File: config.mk
export PLATFORM = sky130hd
export DESIGN_NAME = sar_adc_ctrl
export DESIGN_NICKNAME = d
export VERILOG_FILES = /design/src/rtl/sar_pkg.sv /design/src/rtl/cmp_sync.sv /design/src/rtl/sar_adc_ctrl.sv
export SDC_FILE = /design/constraint.sdc
export NUM_CORES = 1
export LEC_CHECK = 0
export ABC_AREA = 1
export CORE_MARGIN = 2
export CORE_UTILIZATION = 52
export CTS_CLUSTER_SIZE = 24
export DETAILED_ROUTE_END_ITERATION = 16
export PLACE_DENSITY_LB_ADDON = 0.15
export RECOVER_POWER = 25
export REMOVE_ABC_BUFFERS = 1
export SETUP_SLACK_MARGIN = 0.2
export SLEW_MARGIN = 0
export SYNTH_ARGS = -nofsm -noshare
export SYNTH_HDL_FRONTEND = slang
export SYNTH_HIERARCHICAL = 1
export SYNTH_SLANG_ARGS = --single-unit
File: constraint.sdc
create_clock -name clk -period 1.75 [get_ports clk]
set_input_delay 0.4375 -clock clk [delete_from_list [all_inputs] [get_ports clk]]
set_output_delay 0.4375 -clock clk [all_outputs]
set_load 0.02 [all_outputs]
File: src/rtl/sar_pkg.sv
// Shared types and defaults for the successive-approximation ADC controller.
package sar_pkg;

    typedef enum logic {
        IDLE,
        CONVERT
    } sar_state_t;

    localparam int unsigned SAR_WIDTH  = 8;
    localparam int unsigned SAR_SETTLE = 4;

    // MSB-only start code; returned 32 bits wide so callers slice to their width.
    function automatic logic [31:0] msb_only(input int unsigned w);
        return 32'd1 << (w - 1);
    endfunction

endpackage

File: src/rtl/cmp_sync.sv
// Two-flop synchronizer for asynchronous board inputs; resets to 0.
module cmp_sync (
    input  logic clk,
    input  logic reset,
    input  logic d,
    output logic q
);

    logic meta;

    always_ff @(posedge clk or posedge reset) begin
        if (reset) begin
            meta <= 1'b0;
            q    <= 1'b0;
        end else begin
            meta <= d;
            q    <= meta;
        end
    end

endmodule

File: src/rtl/sar_adc_ctrl.sv
// SAR ADC controller: drives trial codes to the DAC, resolves one bit per
// SETTLE_CYCLES using the synchronized comparator, MSB first.
module sar_adc_ctrl
    import sar_pkg::*;
#(
    parameter int unsigned WIDTH         = SAR_WIDTH,
    parameter int unsigned SETTLE_CYCLES = SAR_SETTLE
) (
    input  logic             clk,
    input  logic             reset,
    input  logic             start,
    input  logic             cmp_in,
    output logic [WIDTH-1:0] dac_out,
    output logic             busy,
    output logic             done,
    output logic [WIDTH-1:0] result
);

    localparam int unsigned     IDX_W      = (WIDTH > 1) ? $clog2(WIDTH) : 1;
    localparam logic [31:0]     START_FULL = msb_only(WIDTH);
    localparam logic [WIDTH-1:0] START_CODE = START_FULL[WIDTH-1:0];
    localparam logic [IDX_W-1:0] IDX_TOP    = IDX_W'(WIDTH - 1);
    localparam logic [7:0]      CNT_RELOAD = 8'(SETTLE_CYCLES - 1);

    sar_state_t       state, state_nx;
    logic [IDX_W-1:0] idx, idx_nx;
    logic [7:0]       cnt, cnt_nx;
    logic [WIDTH-1:0] dac_nx, result_nx;
    logic             busy_nx, done_nx;
    logic             cmp_s;
    logic [WIDTH-1:0] mask, kept;

    cmp_sync u_sync (
        .clk   (clk),
        .reset (reset),
        .d     (cmp_in),
        .q     (cmp_s)
    );

    always_ff @(posedge clk or posedge reset) begin
        if (reset) begin
            state   <= IDLE;
            idx     <= IDX_TOP;
            cnt     <= '0;
            dac_out <= '0;
            result  <= '0;
            busy    <= 1'b0;
            done    <= 1'b0;
        end else begin
            state   <= state_nx;
            idx     <= idx_nx;
            cnt     <= cnt_nx;
            dac_out <= dac_nx;
            result  <= result_nx;
            busy    <= busy_nx;
            done    <= done_nx;
        end
    end

    always_comb begin
        state_nx  = state;
        idx_nx    = idx;
        cnt_nx    = cnt;
        dac_nx    = dac_out;
        result_nx = result;
        busy_nx   = busy;
        done_nx   = 1'b0;
        mask      = WIDTH'(1) << idx;
        // Trial bit survives only when the analog input is at or above the DAC.
        kept      = cmp_s ? dac_out : (dac_out & ~mask);

        case (state)
            IDLE: begin
                if (start) begin
                    state_nx = CONVERT;
                    dac_nx   = START_CODE;
                    idx_nx   = IDX_TOP;
                    cnt_nx   = CNT_RELOAD;
                    busy_nx  = 1'b1;
                end
            end
            CONVERT: begin
                if (cnt != 8'd0) begin
                    cnt_nx = cnt - 8'd1;
                end else if (idx != '0) begin
                    dac_nx = kept | (mask >> 1);
                    idx_nx = idx - IDX_W'(1);
                    cnt_nx = CNT_RELOAD;
                end else begin
                    dac_nx    = kept;
                    result_nx = kept;
                    done_nx   = 1'b1;
                    busy_nx   = 1'b0;
                    state_nx  = IDLE;
                end
            end
            default: state_nx = IDLE;
        endcase
    end

endmodule

## Word level (Yosys, flattened, before mapping)

Index checks and enable logic that the tools add are counted.

| word-level totals | value |
|---|---|
| bits of input ports | 4 |
| register bits after elaboration | 32 |

| cells by class | value |
|---|---|
| shift-type cells | 1 |
| bitwise gates (word level) | 6 |
| equality and inequality tests | 5 |
| reductions and logical operators | 7 |
| multiplexer cells | 24 |
| $add $sub $neg | 2 |

Operators with widths:

| operator | number |
|---|---|
| 2-to-1 mux 8 bit | 7 |
| one-hot mux 8 bit (2 select lines) | 2 |
| 2-to-1 mux 1 bit | 9 |
| 2-to-1 mux 3 bit | 3 |
| AND reduction 3 bit | 3 |
| AND 8 bit | 1 |
| inverter 8 bit | 1 |
| OR 8 x 7 -> 8 bit | 1 |
| nonzero test 8 bit | 1 |
| << shifter 1 x 3 -> 8 bit, first input constant | 1 |
| subtractor 8 x 1 -> 8 bit, second input constant | 1 |
| inequality test 2 bit, second input constant | 3 |
| one-hot mux 3 bit (2 select lines) | 1 |
| one-hot mux 1 bit (2 select lines) | 2 |
| AND reduction 2 bit | 2 |
| inequality test 3 x 1 -> 1 bit, second input constant | 1 |
| inverter 1 bit | 3 |
| nonzero test 3 bit | 1 |
| subtractor 3 x 1 -> 3 bit, second input constant | 1 |
| inequality test 2 x 1 -> 1 bit, second input constant | 1 |

## Longest topological paths before layout

Gate-level depths: netlist of run 1.

| logic depth | value |
|---|---|
| depth after elaboration | 8 |
| mapped depth | 9 |
| mapped depth without buffers | 8 |

## Hierarchy

Netlist of run 1, hierarchy kept.

Modules (own cells, without submodules):

| module | area an instance (um^2) | cells an instance | times used | seq. area each (um^2) |
|---|---|---|---|---|
| sar_adc_ctrl | 1664.1 | 197 | 1 | 754.5 |
| cmp_sync | 53.8 | 3 | 1 | 50.0 |

## Least setup slack after synthesis of run 1

Ideal clock, no wire load.

| timing | value |
|---|---|
| path type | register -> register |
| start | register cnt[0] |
| end | register result[7] |
| setup slack | 0.308 ns |
| period minus slack after synthesis | 1.442 ns |
| arrival time | 1.315 ns |
| cell stages (with the launch flop) | 10 |
| cells stage by stage | dfrtp_1 -> inv_1 -> ha_1 -> buf_4 -> nand2_1 -> nor2_4 -> nand3_4 -> buf_6 -> nand2_1 -> o21ai_2 |

| between the ends | value |
|---|---|
| longest elaborated chain between the ends | 3 |

Ends and longest elaborated chain:

| item | RTL line | source |
|---|---|---|
| start: declaration | sar_adc_ctrl.sv:27 | `logic [7:0] cnt, cnt_nx;` |
| start signal: assignment | sar_adc_ctrl.sv:52 | `cnt <= cnt_nx;` |
| nonzero test 8 bit | sar_adc_ctrl.sv:83 | `if (cnt != 8'd0) begin` |
| inverter 1 bit (no line) | - |  |
| AND reduction 3 bit (no line) | - |  |
| end signal: assignment | sar_adc_ctrl.sv:54 | `result <= result_nx;` |
| end: declaration | sar_adc_ctrl.sv:16 | `output logic [WIDTH-1:0] result` |

Every way passes these cells.
A chain may end at the register's enable or synchronous reset.

## Worst setup path in the final report of run 1

| timing | value |
|---|---|
| start | register result[2] |
| end | output result[2] |

No word-level cell between the ends.

==> results by stage, run 1 <==
Critical path:
- For the worst setup path, the data required time is 1310 ps.
- The kind of start point of the critical path is a flop.
- The worst setup path is captured at a primary output.
- The largest fanout of any net on the critical path is 2.
- The number of buffers and inverters on the critical path is 1.
- For the worst setup path, the data arrival time is 1100 ps.
- The family with the most delay on the worst path is flip-flops.
- On the worst path, the slowest cell contributes a delay of 400 ps.
- Among all stages on the critical path, the largest delay is contributed by dfrtp_1.
- The worst flop-to-flop path startpoint is cnt[0].
- Traced cell by cell, the critical path runs through dlygate4sd2_1.
- The critical path is of the reg2out type.
- The destination of the worst register-to-register timing path is idx[0].
- The setup check on the worst reg-to-reg path leaves a slack of 220 ps.
- For the worst flop-to-flop path, the logic depth is 9.

Placed design:
- The placed wire-length estimate after detailed placement is 2580 µm.
- Input and output buffers added on the ports amount to 21.
- The global placer's final weighted congestion is 0.886.

STA:
- The worst-case hold slack is 380 ps.
- Setup violations remaining at the end of the flow were counted as 0.
- The number of hold-slack violations in the final timing report is 0.
- The final max-slew violation count was 0.
- At the pin with the least slew margin, the transition time is 739 ps.
- The clock period could shrink to 1540 ps.
- The setup TNS is 0 ps.
- The highest achievable clock rate is 648 MHz.
- The final worst clock skew is 14.1 ps.
- The worst pin sits at a relative slew slack of 50.7%.
- After layout, the worst path uses 88.1% of the clock period.
- Setup repair after global routing could not meet its margin everywhere.

CTS:
- Hold repair after CTS inserted 0 buffers.
- The TritonCTS sink count is 32.
- The clock tree from TritonCTS is yes.
- The number of clock buffers added by TritonCTS is 5.
- The cell sitting at the root of the clock tree is a clkbuf_4.
- In this run the deepest clock path goes through 2 buffers.
- The clock transition at the registers of the reported paths is 100 ps.
- The H-tree level count is 2.
- The worst-skew pair later-pin latency is 350 ps.

Detailed routing:
- The detail route stage leaves a number of antenna-violating nets equal to 0.
- The vias per cell is 5.24.
- The iteration count of the initial detailed-routing pass is 4.
- The total detailed-routing wirelength is 3930 µm.
- The mean routed wirelength per cell is 14.0 µm.
- For this run, design rule violations remaining after detail routing come to 0.
- Detailed routing inserted a total of 1,473 vias.
- In this run, the number of DRC markers left after iteration 0 of detailed routing was 74.

Power:
- For this design the ratio of total power to cell area is 1610 nW/µm².
- The sum of internal, switching and leakage power is 3.62 mW.
- For this design the static power due to leakage is 1.13 nW.
- The worst-case vdd ir drop is 776 µV.

Die:
- The I/O pin count is 22.
- The core box area is 3100 µm².
- The die height is 61.5 µm.
- The die footprint is 3780 µm².
- The row count is 20.
- The die span in x is 61.5 µm.
- Once the floorplan was initialized, standard cells occupied 55.4% of the core.

Min path:
- The worst hold path was traced through 0 stages.
- The worst hold path begins at u_sync/meta.
- For hold timing, the worst endpoint is u_sync/q.
- The type of the tightest min-delay check is reg2reg.

Global routing:
- The number of antenna violations at the first check in global routing is 0.
- The via count of the first global-routing pass is 1,357.
- Summed over all layers, the global routing overflow is 0.
- The overall routing resource usage is 22.1%.
- The largest net degree at the start of global routing is 31.
- The first global-routing pass estimated 6000 µm of wire.

Synthesis:
- The share of the Yosys chip area taken by registers is 46.8%.
- The count of yosys warnings during synthesis is 6.
- The count of distinct cell types in the synthesized netlist is 28.
- The number of cells produced by synthesis is 200.
- In this run, synthesis produced a sequential element count of 32.
- The area of the mapped netlist is 1720 µm².
- A synthesized cell averages 8.59 µm².

Run status:
- The run finished with clean final reports.

Final layout:
- The sequential cells in the finished layout cover a total of 805 µm².
- The leading cell type in the layout, fill and taps excluded is nand2_1.
- Fill cells in the final layout number 239.
- The growth of design area from synthesis to finish is 30.9%.
- The number of antenna diodes in the final layout is 0.
- In the layout the commonest cells are nand2_1, dfrtp_1, nand3_1.
- The fraction of final layout cells sized beyond drive strength 1 is 31.2%.
- The area used by multi-input combinational logic is 878 µm².
- For this run, the post-layout net count is 246.

Flow run:
- The tool flagged a number of max-cap violations equal to 0.
through the flow:
| stage | instances | area [µm²] | setup slack [ps] | util [%] |
|---|---|---|---|---|
| global placement | 264 | 1970 | 185 | 63.6 |
| floorplan | 194 | 1660 | 169 | - |
| detailed placement | 264 | 1970 | 163 | 63.6 |
| CTS | 272 | 2060 | 209 | 66.3 |
| global route | 281 | 2250 | 131 | 72.5 |
| finish | 281 | 2250 | 208 | 72.5 |
cells by family (layout without fill, tap and decap cells):
kind of cell / after synthesis / in the layout / share of synthesized area (%)
flops: 32 / 32 / 46.8
xor+xnor: 1 / 1 / 0.510
buf+inv: 26 / 63 / 8.30
compound gates: 29 / 29 / 11.8
simple gates: 106 / 106 / 28.2
fa+ha+maj: 6 / 6 / 4.37
worst max path at each step:
| stage | startpoint | end | slack (ps) | cells after the start |
|---|---|---|---|---|
| 2_1_floorplan | cnt[0] | cnt[0] | 170 | 7 |
| 3_3_place_gp | idx[0] | idx[1] | 190 | 8 |
| 3_5_place_dp | cnt[0] | dac_out[0] | 160 | 8 |
| 4_1_cts | dac_out[4] | dac_out[4] | 210 | 1 |
| 5_1_grt | cnt[0] | idx[0] | 130 | 9 |
| 6_report | result[2] | result[2] | 210 | 1 |
metal layers:
layer / share of wire, % / up-vias / global-route usage [%]
met2: 46 / 48 / 34.0
met1: 47 / 698 / 29.8
met3: 5.5 / 6 / 5.67
met4: 1.6 / 0 / 9.42
li1: - / 721 / -
met5: 0 / - / 0
power by group:
group	switching, mW	total [mW]	internal [mW]
Clock	0.263	0.643	0.379
Sequential	0.307	1.33	1.02
Combinational	0.940	1.65	0.706
final cells by class:
cell class              instances  area share (%)
clock buffers                   7            2.89
clock inverters                 1            1.34
inverters                      20            3.67
multi-input cells             142            39.1
flip-flops and latches         32            35.8
well taps                      44            2.45
repair buffers                 35            14.8
cells in the mapped netlist, drive strengths merged:
cell | n | share of area (%)
or2 | 1 | 0.36
ha | 6 | 4.4
xor2 | 1 | 0.51
a22oi | 2 | 0.87
nand3 | 25 | 8.3
inv | 20 | 4.8
a21oi | 1 | 0.51
buf | 6 | 3.5
dfstp | 3 | 4.6
nor2 | 10 | 2.9
a21o | 1 | 0.51
o21ai | 25 | 9.9
dfrtp | 29 | 42
and2 | 1 | 0.36
nand2 | 67 | 16
nand4 | 2 | 0.73
registers in the layout, summed over array words and instances (netlist names):
name / flops
u_sync/meta: 1
idx: 3
result: 8
done: 1
cnt: 8
u_sync/q: 1
state: 1
dac_out: 8
busy: 1
repair_timing:
| item | 4_1_cts | 5_1_grt |
|---|---|---|
| buffers inserted | 0 | 6 |
| gates cloned | 0 | 3 |
| pin swaps | 0 | 6 |
| setup endpoints to repair | 41 | 34 |
| gates resized for setup | 20 | 43 |
(Power assumes the default switching activity.)
==> run 2, diff against run 1 <==
--- a/config.mk
+++ b/config.mk
@@ -7,9 +7,10 @@
 export LEC_CHECK = 0
 export ABC_AREA = 1
 export CORE_MARGIN = 2
-export CORE_UTILIZATION = 52
+export CORE_UTILIZATION = 36
 export CTS_CLUSTER_SIZE = 24
 export DETAILED_ROUTE_END_ITERATION = 16
+export GPL_ROUTABILITY_DRIVEN = 0
 export PLACE_DENSITY_LB_ADDON = 0.15
 export RECOVER_POWER = 25
 export REMOVE_ABC_BUFFERS = 1
==> constraint.sdc (replaced) <==
create_clock -name clk -period 1.3 [get_ports clk]
set_input_delay 0.325 -clock clk [delete_from_list [all_inputs] [get_ports clk]]
set_output_delay 0.325 -clock clk [all_outputs]
set_load 0.02 [all_outputs]
==> run 2 against run 1 <==
The flow now finishes with violations (negative setup slack). Power grew 74%. Setup slack got worse by 330 ps. Register-to-register slack lost 350 ps.
==> results by stage, run 2 (same netlist as run 1, synthesis figures left out) <==
Run status:
- Status: finished, violations left (was completed).
- The checks that failed: negative setup slack.

Die:
- The die height is 73.1 µm (was 61.5 µm).
- The die span in x is 73.1 µm (was 61.5 µm).
- The core box area is 4660 µm² (was 3100 µm²).
- The I/O pin count is 22 (unchanged).
- The die footprint is 5340 µm² (was 3780 µm²).
- The starting density of the core is 36.9% (was 55.4%).
- The row count is 25 (was 20).

CTS:
- The TritonCTS sink count is 32 (unchanged).
- The master cell of the clock root buffer is clkbuf_8 (was clkbuf_4).
- The H-tree level count is 2 (unchanged).
- The clock transition at the registers of the reported paths is 70 ps (was 100 ps).
- The clock tree from TritonCTS is yes (unchanged).
- The buffer levels on the longest clock path is 2 (unchanged).
- The number of buffers created by CTS is 5 (unchanged).
- The worst-skew pair later-pin latency is 290 ps (was 350 ps).

Critical path:
- The kind of start point of the critical path is a flop (unchanged).
- The number of cells on the worst reg-to-reg path came to 9 (unchanged).
- The worst setup path endpoint is idx[1] (was result[2]).
- The data arrival time of the critical path is 1660 ps (was 1100 ps).
- The worst flop-to-flop path startpoint was idx[1] (was cnt[0]).
- The first element of the critical path was idx[1] (was result[2]).
- The category of the critical setup timing path is reg2reg (was reg2out).
- The sort of element at the end of the critical path is a flop (was primary output).
- The critical path data required time is 1530 ps (was 1310 ps).
- The reg-to-reg setup timing slack is -130 ps (was 220 ps).
- The destination of the worst register-to-register timing path is idx[1] (was idx[0]).
- The largest fanout of any net on the critical path is 5 (was 2).

Final layout:
- The net total in the final layout is 299 (was 246).
- Largest registers: cnt x8, dac_out x8, result x8 (unchanged).
- The final antenna diode count is 0 (unchanged).
- Most frequent cells in the layout: buf_4, nand2_1, dfrtp_1 (was nand2_1, dfrtp_1, nand3_1).
- The final core utilization is 62.2% (was 72.5%).
- The fraction of final layout cells sized beyond drive strength 1 came to 57.9% (was 31.2%).
- The growth of design area from synthesis to finish is 68.7% (was 30.9%).
- The leading cell type in the layout, fill and taps excluded is buf_4 (was nand2_1).

Power:
- The internal portion of total power is 3.86 mW (was 2.11 mW).
- The switching power of the nets is 2.44 mW (was 1.51 mW).
- The power share of the sequential group was 26.3% (was 36.7%).
- The leakage power is 1.42 nW (was 1.13 nW).
- The share of power burned in combinational logic came to 58.3% (was 45.5%).
- The proportion of power drawn by the clock network is 15.4% (was 17.8%).
- The proportion of total power due to net switching came to 38.7% (was 41.7%).
- The power per unit of standard cell area is 2180 nW/µm² (was 1610 nW/µm²).
- The worst-case vdd ir drop came to 903 µV (was 776 µV).

Placed design:
- The quantity of I/O buffers inserted on ports is 21 (unchanged).
- The worst slack at placement is -224 ps (was 163 ps).
- The placed wire-length estimate after detailed placement came to 2700 µm (was 2580 µm).

Detailed routing:
- The mean routed wirelength per cell is 13.4 µm (was 14.0 µm).
- The iteration count of the initial detailed-routing pass was 4 (unchanged).
- The detailed-route DRC error count is 0 (unchanged).
- The vias per cell is 4.77 (was 5.24).
- The post-route antenna net violation count is 0 (unchanged).
- The total via count after detailed routing is 1,641 (was 1,473).
- The total detailed-routing wirelength was 4610 µm (was 3930 µm).
- The number of DRC markers in iteration 0 is 85 (was 74).

Global routing:
- The largest net degree at the start of global routing came to 31 (unchanged).
- The aggregate global routing overflow is 0 (unchanged).
- The overall routing resource usage is 18.7% (was 22.1%).
- The wire length of the first global-routing pass came to 7460 µm (was 6000 µm).
- The via count of the first global-routing pass is 1,532 (was 1,357).
- The number of antenna violations at the first check in global routing is 0 (unchanged).

STA:
- Of the available clock period, the critical path in the final layout requires 110%.
- The setup TNS is -2770 ps (was 0 ps).
- The relative max-transition margin came to 67.1% (was 50.7%).
- The worst path setup slack after routing is -126 ps (was 208 ps).
- The actual slew at the worst max-slew pin is 492 ps (was 739 ps).
- The final critical-path required period is 1430 ps.
- The final max-slew violation count was 0 (unchanged).
- The count of endpoints failing setup in the final report is 29 (was 0).
- The highest achievable clock rate is 701 MHz.
- Unrepaired setup endpoints after global routing: yes (unchanged).
- The final worst clock skew is 12.0 ps (was 14.1 ps).
- The number of hold-slack violations in the final timing report is 0 (unchanged).

Min path:
- The type of the tightest min-delay check is in2async (was reg2reg).

Flow run:
- The reported max-cap violation count came to 0 (unchanged).
run 2: routing by layer:
layer  vias to the layer above  track usage [%]  wire (µm)
li1                        831                -          -
met1                       771             24.5       2060
met2                        33             29.1       2330
met3                         6             4.14        134
met4                         0             8.64         85
met5                         -                0          0
run 2: worst min-delay path by stage:
stage	start	to	slack, ps
CTS	reset	u_sync/meta	190
finish	reset	u_sync/meta	330
detailed placement	u_sync/meta	u_sync/q	340
global route	reset	u_sync/meta	340
floorplan	reset	u_sync/meta	70
global placement	u_sync/meta	u_sync/q	330
run 2: cell type report:
cell class                      instances  area [µm²]
Multi-Input combinational cell        144        1020
Fill cell                             386        1760
Inverter                               20        85.1
Clock inverter                          2        35.0
Sequential cell                        32         805
Clock buffer                            6        72.6
Timing Repair Buffer                   86         813
Tap cell                               54        67.6
run 2: what timing repair did:
item / in CTS / in global routing
gates resized for setup: 164 / 23
setup endpoints to repair: 48 / 48
setup buffers: 15 / 7
pin swaps: 11 / 10
hold buffers: 0 / 0
cloned: 2 / 2
run 2: stage by stage:
| stage | total power, mW | std cells | hold slack [ps] | area, µm² |
|---|---|---|---|---|
| 3_5_place_dp | 4.32 | 310 | 338 | 2270 |
| 4_1_cts | 6.04 | 335 | 190 | 2750 |
| 6_report | 6.30 | 344 | 330 | 2900 |
| 2_1_floorplan | 3.04 | 194 | 66.2 | 1660 |
| 5_1_grt | 6.75 | 344 | 340 | 2900 |
| 3_3_place_gp | 4.30 | 310 | 333 | 2270 |
run 2: worst max-delay path, cell delays in order, from the launching register on:
cell and delay (ps):
dfstp_2 550, inv_2 60, ha_4 160, nand2_4 60, nor2_2 40, nand3_4 80, buf_12 140, nand3_2 110
nand2_1 100, nand2_2 50
run 2: power groups by stage:
| stage | logic, mW | registers (mW) | clock network [mW] |
|---|---|---|---|
| 2_1_floorplan | 1.14 | 1.90 | 0 |
| 3_3_place_gp | 2.69 | 1.61 | 0 |
| 3_5_place_dp | 2.71 | 1.61 | 0 |
| 4_1_cts | 3.40 | 1.64 | 0.996 |
| 5_1_grt | 4.02 | 1.70 | 1.03 |
| 6_report | 3.68 | 1.66 | 0.968 |
==> run 3, diff against run 2 <==
--- a/config.mk
+++ b/config.mk
@@ -8,6 +8,7 @@
 export ABC_AREA = 1
 export CORE_MARGIN = 2
 export CORE_UTILIZATION = 36
+export CTS_BUF_LIST = sky130_fd_sc_hd__clkbuf_16
 export CTS_CLUSTER_SIZE = 24
 export DETAILED_ROUTE_END_ITERATION = 16
 export GPL_ROUTABILITY_DRIVEN = 0
==> run 3 against run 2 <==
The flow still finishes with violations (negative setup slack). Setup slack worse by 20 ps. Combinational power is 4% higher. Maximum frequency decreased by 1.4%. Largest cell class unchanged. Highest routed layer unchanged.
==> results by stage, run 3 (same netlist as run 1, synthesis figures left out) <==
Die:
- The I/O pin count is 22 (unchanged).
- The die span in x is 73.1 µm (unchanged).
- The starting density of the core is 36.9% (unchanged).
- The die height was 73.1 µm (unchanged).
- The die footprint was 5340 µm² (unchanged).
- The row count came to 25 (unchanged).
- The core box area was 4660 µm² (unchanged).

Placed design:
- The quantity of I/O buffers inserted on ports was 21 (unchanged).
- The standard cell area after detailed placement is 2270 µm² (unchanged).
- The placed wire-length estimate after detailed placement is 2700 µm (unchanged).

STA:
- The final critical-path required period is 1450 ps (was 1430 ps).
- The relative max-transition margin is 67.0% (was 67.1%).
- The actual slew at the worst max-slew pin is 494 ps (was 492 ps).
- The count of endpoints failing setup in the final report is 30 (was 29).
- Unrepaired setup endpoints after global routing: yes (unchanged).
- The highest achievable clock rate is 692 MHz (was 701 MHz).
- The final max-slew violation count came to 0 (unchanged).
- The post-route fraction of the period consumed by the critical path is 111% (was 110%).
- The worst path setup slack after routing came to -146 ps (was -126 ps).
- The setup TNS came to -3590 ps (was -2770 ps).
- The final worst clock skew is 7.82 ps (was 12.0 ps).
- The number of hold-slack violations in the final timing report is 0 (unchanged).

Critical path:
- The category of the critical setup timing path was reg2reg (unchanged).
- The data arrival time of the critical path came to 1650 ps (was 1660 ps).
- The largest fanout of any net on the critical path is 6 (was 5).
- The kind of start point of the critical path was a flop (unchanged).
- The critical path data required time is 1510 ps (was 1530 ps).
- The sort of element at the end of the critical path is a flop (unchanged).

Detailed routing:
- The number of DRC markers in iteration 0 is 91 (was 85).
- The total detailed-routing wirelength is 4790 µm (was 4610 µm).
- The post-route antenna net violation count is 0 (unchanged).
- The iteration count of the initial detailed-routing pass is 6 (was 4).
- The mean routed wirelength per cell is 13.9 µm (was 13.4 µm).
- The detailed-route DRC error count is 0 (unchanged).
- The vias per cell is 4.84 (was 4.77).
- The total via count after detailed routing is 1,670 (was 1,641).

CTS:
- The worst-skew pair later-pin latency was 280 ps (was 290 ps).
- The master cell of the clock root buffer is clkbuf_16 (was clkbuf_8).
- The total of hold buffers inserted after clock tree synthesis came to 0 (unchanged).
- The buffer levels on the longest clock path is 2 (unchanged).
- The TritonCTS sink count is 32 (unchanged).
- The clock transition at the registers of the reported paths came to 60 ps (was 70 ps).
- The H-tree level count was 2 (unchanged).
- The number of buffers created by CTS is 5 (unchanged).
- The clock tree from TritonCTS is yes (unchanged).

Global routing:
- The number of antenna violations at the first check in global routing is 0 (unchanged).
- The wire length of the first global-routing pass was 7740 µm (was 7460 µm).
- The via count of the first global-routing pass is 1,585 (was 1,532).
- The overall routing resource usage is 19.3% (was 18.7%).
- The aggregate global routing overflow is 0 (unchanged).
- The largest net degree at the start of global routing is 31 (unchanged).

Power:
- The leakage power is 1.48 nW (was 1.42 nW).
- The worst-case vdd ir drop is 916 µV (was 903 µV).
- The sum of internal, switching and leakage power came to 6.80 mW (was 6.30 mW).
- The power per unit of standard cell area is 2230 nW/µm² (was 2180 nW/µm²).

Flow run:
- The reported max-cap violation count is 0 (unchanged).

Run status:
- Violated checks: negative setup slack (unchanged).
- Status: finished, violations left (unchanged).

Final layout:
- The post-route cell area is 3050 µm² (was 2900 µm²).
- The growth of design area from synthesis to finish came to 77.3% (was 68.7%).
- Largest registers: cnt x8, dac_out x8, result x8 (unchanged).
- The leading cell type in the layout, fill and taps excluded is buf_4 (unchanged).
- The final antenna diode count was 0 (unchanged).
- Most frequent cells in the layout: buf_4, nand2_1, dfrtp_1 (unchanged).
- The fraction of final layout cells sized beyond drive strength 1 is 60.5% (was 57.9%).
- The net total in the final layout was 300 (was 299).

Min path:
- The type of the tightest min-delay check is in2async (unchanged).
[run 3: cell types whose count changed in the layout (fill, tap and decap cells not counted), sizes merged]
cell and change:
clkbuf -2, buf +2, inv +1
[run 3: cell type report]
| class | instances | area, µm² |
|---|---|---|
| clock buffers | 5 | 125 |
| clock inverters | 3 | 38.8 |
| fillers | 359 | 1610 |
| inverters | 20 | 90.1 |
| multi-input cells | 144 | 1070 |
| flip-flops and latches | 32 | 805 |
| well taps | 54 | 67.6 |
| repair buffers | 87 | 846 |
[run 3: worst max-delay path, cell delays in order, from the launching register on]
cell and delay [ps]:
dfrtp_1 400, inv_2 90, ha_4 150, nand2_4 50
nor2_4 110, buf_6 140, nand3_4 150, buf_6 160
o21ai_2 120
[run 3: worst paths after layout]
| check | slack (ps) | cells after the start | start | to |
|---|---|---|---|---|
| max reg2reg | -150 | 8 | cnt[0] | dac_out[5] |
| max | -150 | 8 | cnt[0] | dac_out[5] |
| max in group asynchronous | 330 | 3 | reset | idx[2] |
| min in group clk | 350 | 0 | u_sync/meta | u_sync/q |
| min | 350 | 2 | reset | u_sync/meta |
| min reg2reg | 350 | 0 | u_sync/meta | u_sync/q |
[run 3: what timing repair did]
item,CTS,global route
gates resized for setup,155,45
pin swaps,15,11
setup endpoints to repair,48,48
buffers inserted,17,6
gates cloned,4,0
[run 3: metal layers]
layer / share of wire, % / wire, µm / up-vias / GRT usage, %
met3: 3.0 / 145 / 17 / 4.97
li1: - / - / 832 / -
met5: 0 / 0 / - / 0
met1: 47 / 2240 / 786 / 26.3
met2: 47 / 2280 / 35 / 29.1
met4: 2.8 / 132 / 0 / 8.23
[run 3: stage by stage]
stage	utilization, %	hold WS [ps]	cells	setup slack, ps
after global routing	65.4	353	345	-210
after CTS	61.2	214	339	-112
after floorplan	-	66.2	194	-281
after global placement	48.7	333	310	-201
final	65.4	347	345	-146
after detailed placement	48.7	338	310	-224
[run 3: report_power, final]
group	switching [mW]	internal, mW
combinational	1.84	1.97
clock	0.443	0.893
sequential	0.274	1.38
total	2.56	4.24
==> variant 1, RTL diff (flow settings as in run 2) <==
Take the reset off `result` and load it in a clocked block of its own.
--- a/src/rtl/sar_adc_ctrl.sv
+++ b/src/rtl/sar_adc_ctrl.sv
@@ -43,7 +43,6 @@
             idx     <= IDX_TOP;
             cnt     <= '0;
             dac_out <= '0;
-            result  <= '0;
             busy    <= 1'b0;
             done    <= 1'b0;
         end else begin
@@ -51,10 +50,13 @@
             idx     <= idx_nx;
             cnt     <= cnt_nx;
             dac_out <= dac_nx;
-            result  <= result_nx;
             busy    <= busy_nx;
             done    <= done_nx;
         end
+    end
+
+    always_ff @(posedge clk) begin
+        result <= result_nx;
     end
 
     always_comb begin
Formal check against the unedited RTL: same outputs for any inputs over 10 cycles, from zero or initial values and one cycle with reset high; that may be too few to reach the edited logic, so the function may still have changed.
==> variant 1 against run 2 <==
- the flow still finishes with violations (setup timing)
- synthesized area decreased by 2.0%
- worst setup slack got worse by 79 ps
- sequential cell count unchanged
- routed wire length increased by 8.8%
- first-iteration DRC count decreased by 24%
- die area decreased by 1.9%
- combinational power increased by 5.7%
- power increased by 3.8%
- worst hold slack improved by 23 ps
- final area decreased by 1.4%
- maximum frequency decreased by 5.2%
- critical endpoint is now busy
==> variant 1: results (changes against run 2) <==
[outcome]
outcome=complete, but fails checks
violations=setup timing

[final_layout]
n_fill_cell=359  ; -7.0%
drive_gt1_share_pct=54.3  ; -3.6 points
final_cells=330  ; -4.1%

[timing]
setup_tns_ps=-5280  ; -2510 ps
setup_viol=35  ; +21%
maxSlewHeadroom_pct=60.8  ; -6.4 points
whs_ps=353  ; +22.5 ps
setup_slack_ps=-205  ; -78.7 ps

[power]
p_leak_nw=1.38  ; -3.2%
irDropWorstVdd_mv=1.17  ; +29%

[yosys]
synthAdderAreaFrac_pct=4.46  ; +0.088 points
async_flop_share_pct=75.0  ; -25 points
yosysSeqAreaShare_pct=50.1  ; +3.3 points
synth.distinct_cells=29  ; +3.6%
synthTopCellsByArea=dfrtp_1 31%, edfxtp_1 14%, nand2_1 10%, nand3_1 6.5%, inv_1 5.1%
syn_inst=188  ; -6.0%

[clock_network]
cts_resized=155  ; -5.5%

[placement]
dp_slack_ps=-238  ; -14.5 ps
hpwl_um=2820  ; +4.4%

[worst_setup_path]
reg2reg_to=busy
r2r-start=idx[0]
cp.arrival_ps=1730  ; +70 ps

[global_routing]
grtUsageMet1_pct=26.1  ; +1.5 points
grt_pass1_wl_um=7940  ; +6.5%

[drt]
wl_met2_um=2620  ; +12%
wl_met1_um=2030  ; -1.6%
drtIter0Drc=65  ; -24%

-- variant 1: cell count changes in the layout (fill, tap and decap cells not counted), moves of 5 or more --
cell      before  now
dfrtp_1       29   21
o21ai_2       15    6
edfxtp_1       0    8
inv_1         12   18
nor2_4         1    6
nand2_2       22   10
-- variant 1: worst max-delay path: cells and delay by family, from the launching register on --
kind                     cells  cell delay, ps
adder cells (fa/ha/maj)      1             160
buffers and inverters        5             480
flip-flops                   1             570
AND/OR/NAND/NOR              4             230
-- variant 1: area by class of cell --
type,instances,area share (%)
repair buffers,84,27.5
flip-flops and latches,32,29.6
clock inverters,3,1.49
inverters,28,3.85
clock buffers,5,2.41
well taps,52,2.28
multi-input cells,126,32.9
-- variant 1: worst max-delay path by stage --
stage	from	cells past startpoint	slack (ps)	to
after CTS	cnt[1]	8	-190	result[1]
final	idx[0]	10	-200	busy
after global placement	idx[0]	9	-170	busy
after detailed placement	idx[0]	9	-240	busy
after global routing	idx[0]	9	-270	idx[2]
after floorplan	cnt[1]	6	-300	result[0]
==> variant 2, RTL diff (config.mk and constraints of run 2) <==
Made on the original files. `SAR_WIDTH`: 8 -> 16.
--- a/src/rtl/sar_pkg.sv
+++ b/src/rtl/sar_pkg.sv
@@ -6,7 +6,7 @@
         CONVERT
     } sar_state_t;
 
-    localparam int unsigned SAR_WIDTH  = 8;
+    localparam int unsigned SAR_WIDTH  = 16;
     localparam int unsigned SAR_SETTLE = 4;
 
     // MSB-only start code; returned 32 bits wide so callers slice to their width.
Ports: changed (resized dac_out and result); port bits go from 22 to 38. No check against the original RTL was run, so the function may have changed too.
==> variant 2 against run 2 <==
- the run still ends with setup timing left
- worst setup slack got worse by 32 ps
- synthesized area rose by 50%
- highest routed layer unchanged
- critical path depth fell by 1
- largest cell class unchanged
- routed wire length rose by 54%
- cell count rose by 64%
- final area rose by 50%
- sequential cell count rose by 17
Power is left out: it rests on default switching activity, and per cell area and clock period it moved more than threefold.
==> variant 2: results (changes against run 2) <==
[placement]
dp_slack_ps=-294  ; -70.0 ps
io_buffers=37  ; +76%

[global_routing]
gr-usage-met2_pct=34.8  ; +5.7 points
grt_usage_pct=19.2  ; +0.51 points
grt_pass1_wl_um=11900  ; +59%
grt_max_degree=28  ; -9.7%

[drt]
drtIter0Drc=117  ; +38%
vias=2626  ; +60%
route.met3.wl_um=260  ; +94%
wl_met1_um=3040  ; +48%
routed_wl_um=7100  ; +54%
wl_met2_um=3730  ; +60%

[final_layout]
signal_buffers=132  ; +53%
largestRegisters=dac_out: 16 flops, result: 16 flops, cnt: 8 flops
num-multi-input-gates=240  ; +67%
seq_share_pct=28.4  ; +0.65 points
clock_cell_area_share_pct=2.68  ; -1.0 points
multi_input_comb_area_um2=1480  ; +45%
nClkBuffers=7  ; +1

[floorplanning]
core_area_um2=6830  ; +47%

[yosys]
synth_commonest_cells=133 x nand2_1, 45 x dfrtp_1, 34 x nand3_1
yosysSeqAreaShare_pct=47.9  ; +1.1 points
synthTopCellsByArea=dfrtp_1 44%, nand2_1 19%, nand3_1 6.6%, inv_1 4.8%, o21ai_0 4.5%

[timing]
setup_viol=47  ; +62%
setup_slack_ps=-158  ; -32.3 ps

[worst_setup_path]
cp-endpoint=dac_out[9]
reg2reg_depth=8  ; -1
worst_path_max_delay_cell=dfrtp_1
cp_slowest_stage_delay_ps=400  ; -150 ps

[outcome]
outcome=complete, but fails checks
violations=setup timing

[clock_network]
path_clk_slew_ps=90  ; +20 ps

## variant 2: cell types whose count changed after synthesis, sizes merged, moves of 2 or more
cell	run 2	this run
inv	20	38
dfrtp	29	45
nand4	2	5
a22oi	2	0
o21ai	25	27
nand3	25	35
buf	6	8
nor2	10	19
clkbuf	0	2
nand2	67	139
## variant 2: timing repair
action                     4_1_cts  5_1_grt
buffers inserted                17       16
pin swaps                       33       20
cloned                           2        1
setup endpoints to repair       81       81
hold endpoints to repair         0        0
resized for setup              299       24
## variant 2: metrics by stage
stage,cell area [um^2],std cells
2_1_floorplan,2510,325
3_3_place_gp,3480,519
3_5_place_dp,3480,519
4_1_cts,4120,546
5_1_grt,4340,563
6_report,4340,563
## variant 2: cell families (layout without fill, tap and decap cells)
group,count (synthesis),after routing,share of synthesized area (%)
adder cells (fa/ha/maj),7,7,3.41
AO/OA/AOI/OAI,28,28,5.60
flip-flops,49,49,47.9
XOR/XNOR,1,1,0.341
buffers and inverters,48,178,8.09
AND/OR/NAND/NOR,202,204,34.6
